`config.mk`:
```
export PLATFORM = sky130hd
export DESIGN_NAME = regfile_scoreboard
export DESIGN_NICKNAME = d
export VERILOG_FILES = /design/src/rtl/regfile_scoreboard.sv
export SDC_FILE = /design/constraint.sdc
export NUM_CORES = 2
export LEC_CHECK = 0
export ABC_CLOCK_PERIOD_IN_PS = 3800
export BUFFER_PORTS_ARGS = -buffer_cell sky130_fd_sc_hd__buf_2
export CORE_MARGIN = 2
export CORE_UTILIZATION = 40
export CTS_BUF_LIST = sky130_fd_sc_hd__clkbuf_16
export DETAILED_ROUTE_END_ITERATION = 6
export GPL_TIMING_DRIVEN = 0
export PLACE_DENSITY_LB_ADDON = 0.2
export SLEW_MARGIN = 20
export SYNTH_ARGS = -nofsm -noshare
export SYNTH_HDL_FRONTEND = slang
export SYNTH_SLANG_ARGS = --single-unit
export TNS_END_PERCENT = 50
```
`constraint.sdc`:
```
create_clock -name clk -period 3.8 [get_ports clk]
set_clock_uncertainty 0.15 [all_clocks]
set_input_delay 0.76 -clock clk [delete_from_list [all_inputs] [get_ports clk]]
set_output_delay 0.76 -clock clk [all_outputs]
set_load 0.02 [all_outputs]
```
`src/rtl/regfile_scoreboard.sv`:
```
// Integer register file with x0 hardwired to zero, write-to-read bypass,
// and per-register busy bits that gate issue on RAW/WAW hazards.
module regfile_scoreboard #(
    parameter  int XLEN = 64,
    parameter  int NREG = 32,
    localparam int AW   = $clog2(NREG)
) (
    input  logic            clk,
    input  logic            rst,
    input  logic            wb_ena,
    input  logic [AW-1:0]   wb_addr,
    input  logic [XLEN-1:0] wb_data,
    input  logic            kill_ena,
    input  logic [AW-1:0]   kill_addr,
    input  logic            rs1_ena,
    input  logic [AW-1:0]   rs1_addr,
    input  logic            rs2_ena,
    input  logic [AW-1:0]   rs2_addr,
    output logic [XLEN-1:0] rs1_data,
    output logic [XLEN-1:0] rs2_data,
    input  logic            issue_valid,
    input  logic            issue_rd_ena,
    input  logic [AW-1:0]   issue_rd,
    output logic            stall,
    output logic [NREG-1:0] busy_vec
);

    logic [XLEN-1:0] regs_q [1:NREG-1];
    logic [XLEN-1:0] rf     [NREG];
    logic [NREG-1:0] busy_q;
    logic [NREG-1:0] busy_d;
    logic            accept;

    always_comb begin
        rf[0] = '0;
        for (int i = 1; i < NREG; i++) begin
            rf[i] = regs_q[i];
        end
    end

    function automatic logic [XLEN-1:0] rd_port(
        input logic          ena,
        input logic [AW-1:0] addr
    );
        if (!ena || addr == '0) begin
            return '0;
        end else if (wb_ena && wb_addr == addr) begin
            return wb_data;
        end else begin
            return rf[addr];
        end
    endfunction

    // A producer releasing its register this cycle no longer blocks issue.
    function automatic logic hazard(input logic [AW-1:0] r);
        return (r != '0) && busy_q[r]
            && !(wb_ena && wb_addr == r)
            && !(kill_ena && kill_addr == r);
    endfunction

    assign rs1_data = rd_port(rs1_ena, rs1_addr);
    assign rs2_data = rd_port(rs2_ena, rs2_addr);

    assign stall = issue_valid && (
        (rs1_ena && hazard(rs1_addr)) ||
        (rs2_ena && hazard(rs2_addr)) ||
        (issue_rd_ena && hazard(issue_rd)));

    assign accept   = issue_valid && !stall;
    assign busy_vec = busy_q;

    // Later assignments win: a new producer overrides a same-cycle release.
    always_comb begin
        busy_d = busy_q;
        if (wb_ena) begin
            busy_d[wb_addr] = 1'b0;
        end
        if (kill_ena) begin
            busy_d[kill_addr] = 1'b0;
        end
        if (accept && issue_rd_ena && issue_rd != '0) begin
            busy_d[issue_rd] = 1'b1;
        end
        busy_d[0] = 1'b0;
    end

    always_ff @(posedge clk) begin
        if (rst) begin
            busy_q <= '0;
        end else begin
            busy_q <= busy_d;
        end
    end

    always_ff @(posedge clk) begin
        if (rst) begin
            for (int i = 1; i < NREG; i++) begin
                regs_q[i] <= '0;
            end
        end else if (wb_ena) begin
            for (int i = 1; i < NREG; i++) begin
                if (wb_addr == AW'(i)) begin
                    regs_q[i] <= wb_data;
                end
            end
        end
    end

endmodule

```
==> results.md <==
* Worst-path fanout max at 10
* Synthesized area at roughly 110000 um2
* Register area share after synthesis at 55.0%
* Post-Syn Nets at 6988
* Max Cap Viol at 0
* TritonCTS clock tree: done
* Hold-fix buffers, CTS at 0
* HP Class: input pin to flip-flop
* Setup WS post-layout at -0.551 ns
* Die extent in y at roughly 530 um
* Async S/R FF share, synth at 0%
* CP startpoint kind: input pin
* CP endpoint: rs2_data[12]
* Achievable Freq at 230 MHz
* Die area at 278000 um2
* Violated checks: design-rule violations, negative setup slack
* Arrival @ worst endpoint at 3.44 ns
* Routed Antenna Nets at 0
* H-tree Lvls at 4
* Grt ovf at 0
* YS warnings at 0
* Root buffer cell: clkbuf_16
* Syn avg cell area at 15.9 um2
* Leakage at 45.9 nW
* Commonest cells after routing, fill and taps aside: and2_1 (1986), edfxtp_1 (1984), mux4_2 (1171)
* Delay-heaviest family, CP: buffers and inverters
* Crit path max-delay cell type: buf_1
* Final Cycle Share at 115%
* R2r startpoint: busy_vec[13]
* Number of global-route vias before repair at 72960
* Die W at ~530 um
* Worst R2R End: busy_vec[9]
* CORE AREA at 271000 um2
* Critical Path Start: rs2_addr[4]
* Port bufs at 240
* Worst path depth at 7
* Starting density of the core at 40.3%
* Remaining DRCs at 4
* Layout cells sized above 1 at 35.3%
* # setup viols final at around 130
* Peak supply drop at 0.000574 V
* Overall Power at around 58 mW
* Design Area, Final at around 130000 um2
* Io pins at between 200 and 300
* Total routed wirelength at 500000 um
* Area Growth Syn to Fin at 20.7%
* GP Congestion at 0.945
* Worst-path clk slew at around 0.070 ns
* Slew HR at 14.8%
* Max Slew Vio Count at 0
* # nets final at 7718
* Worst path required time at 2.89 ns
* R2R cell count at 6
* Initial drt markers at between 10000 and 15000
* Placed inst area at 118000 um2
* Fillers at ~23000
* Avg Vias per Cell at 6.59
* Yosys cell types at 52
* Tightest Pin Transition at 1.28 ns
* Critical path class: input pin to primary output
* First-pass GRT wire length at 649000 um
* FF+latch count, synth at 2015
* Post-synth EDFFs at slightly below 2000
* Num Clock Sinks at roughly 2000
* RSZ-0062 raised after global routing: true
* DR vias at 75299
* Post-DP HPWL at 363000 um
* Min Tclk post-route at between 4 and 5 ns
* Final hold vios at 0
* Longest Clk Path Bufs at 3
* Max incr delay on CP at 0.87 ns
* Post-synth top flop: edfxtp_1
* Post-Synthesis Cells at ~7000
* Crit. End Element: primary output
* CP cell instances: clkbuf_1, clkbuf_2, buf_12, buf_1, mux2i_1, o21ai_2, buf_6
* TritonCTS Buffers at 217
* Crit path buf inv count at 5
* Initial antenna violation count at 66
* Status: complete, but fails checks
* Worst reg-to-reg setup slack at 1.30 ns
* FP Rows at approximately 190
* Commonest non-fill, non-tap cell in the layout: and2_1
* PwrDens at 441 nW/um2
* Routed length per instance at 43.8 um
* Drt first pass iters at 7
* Gr usage total at a little over a third
* Worst-Skew Late Latency at 0.93 ns
* Largest net degree at the start of global routing at 41
[what timing repair did]
item                       in CTS  in global routing
pin swaps                      44                 50
gates cloned                   26                 10
gates resized for setup      1159                237
setup endpoints to repair     129                129
setup buffers                 108                 46
[routing by layer]
layer	GRT usage, %	part of all wire, %	up-vias
li1	-	-	28330
met1	42.0	33	39309
met2	52.0	43	6143
met3	15.4	15	1489
met4	23.0	7.9	28
met5	0.675	0.21	-
[through the flow]
stage | utilization, % | std cells | hold WS (ns) | worst slack [ns] | TNS [ns]
floorplan | - | 6891 | 0.503 | 0.0724 | 0
global route | 48.6 | 11398 | 0.103 | -0.495 | -50.23
detailed placement | 43.3 | 10797 | 0.468 | -2.42 | -829.05
CTS | 48.1 | 11334 | 0.0594 | -0.467 | -47.51
finish | 48.6 | 11434 | 0.0678 | -0.551 | -51.33
global placement | 42.4 | 10701 | 0.464 | -3.12 | -5433.87
[flip-flops by register name (all words and copies together) (netlist names)]
register	count
regs_q	1984
busy_vec	31
[worst min-delay path by stage]
stage                     endpoint  slack (ns)         start  cells after the start
detailed placement    busy_vec[10]        0.47  busy_vec[10]                      3
CTS                 regs_q[0][188]        0.06   wb_data[60]                      2
global placement      busy_vec[31]        0.46  busy_vec[31]                      3
finish              regs_q[0][191]        0.07   wb_data[63]                      2
floorplan             busy_vec[31]        0.50  busy_vec[31]                      3
global route        regs_q[0][186]        0.10   wb_data[58]                      2
[logic make-up (layout without fill, tap and decap cells)]
group / after synthesis / count (layout) / synth area share, %
XOR/XNOR: 30 / 30 / 0.240
AND/OR/NAND/NOR: 2273 / 2273 / 12.6
other: 1 / 60 / 0.00343
flip-flops: 2015 / 2015 / 55.0
multiplexers: 1439 / 1439 / 26.7
buffers and inverters: 764 / 1678 / 2.88
AO/OA/AOI/OAI: 369 / 369 / 2.55
[worst reg2reg max path: cells and delay by family (launching register included)]
| family | cells | cell delay, ns |
|---|---|---|
| AO/OA/AOI/OAI | 3 | 0.91 |
| flip-flops | 1 | 0.43 |
| buffers and inverters | 1 | 0.19 |
| multiplexers | 1 | 0.52 |
| AND/OR/NAND/NOR | 1 | 0.20 |
[synth_stat cells (3+ instances only)]
library cell,instances,area share [%]
a21o_1,31,0.21
a22o_1,128,1.0
a22oi_1,4,0.027
and2_1,1986,11
and3_1,4,0.023
and3b_1,3,0.024
buf_1,56,0.19
buf_2,136,0.62
buf_4,12,0.082
buf_6,9,0.093
clkbuf_1,549,1.9
dfxtp_1,31,0.57
edfxtp_1,1984,54
mux2_2,131,1.3
mux2i_1,137,1.3
mux4_2,1171,24
nand2_1,151,0.52
nand2b_1,6,0.034
nand3_1,8,0.037
nand3b_1,5,0.034
nor2_1,44,0.15
nor2b_1,4,0.023
nor3_1,5,0.023
nor3b_1,5,0.034
nor4_1,5,0.029
o21ai_0,159,0.73
o21ai_1,3,0.014
o41ai_2,29,0.43
or2_2,34,0.19
or3_1,3,0.017
or3b_2,3,0.024
xnor2_1,10,0.080
xor2_1,20,0.16
[where the power goes]
group	internal, mW	switching (mW)
Clock	12.5	9.53
Sequential	25.6	0.600
Combinational	4.03	5.89
[final cells by class]
type	count	area [um2]	area share [%]
sequential	2015	60200	45.6
multi-input combinational	4112	47300	35.8
clock buffer	222	5560	4.21
antenna	59	148	0.112
inverter	2	7.51	0.00569
tap	3570	4470	3.38
timing repair buffer	516	6570	4.98
buffer	757	6180	4.68
clock inverter	181	1620	1.23
No activity file was read; power rests on OpenSTA's default activity.
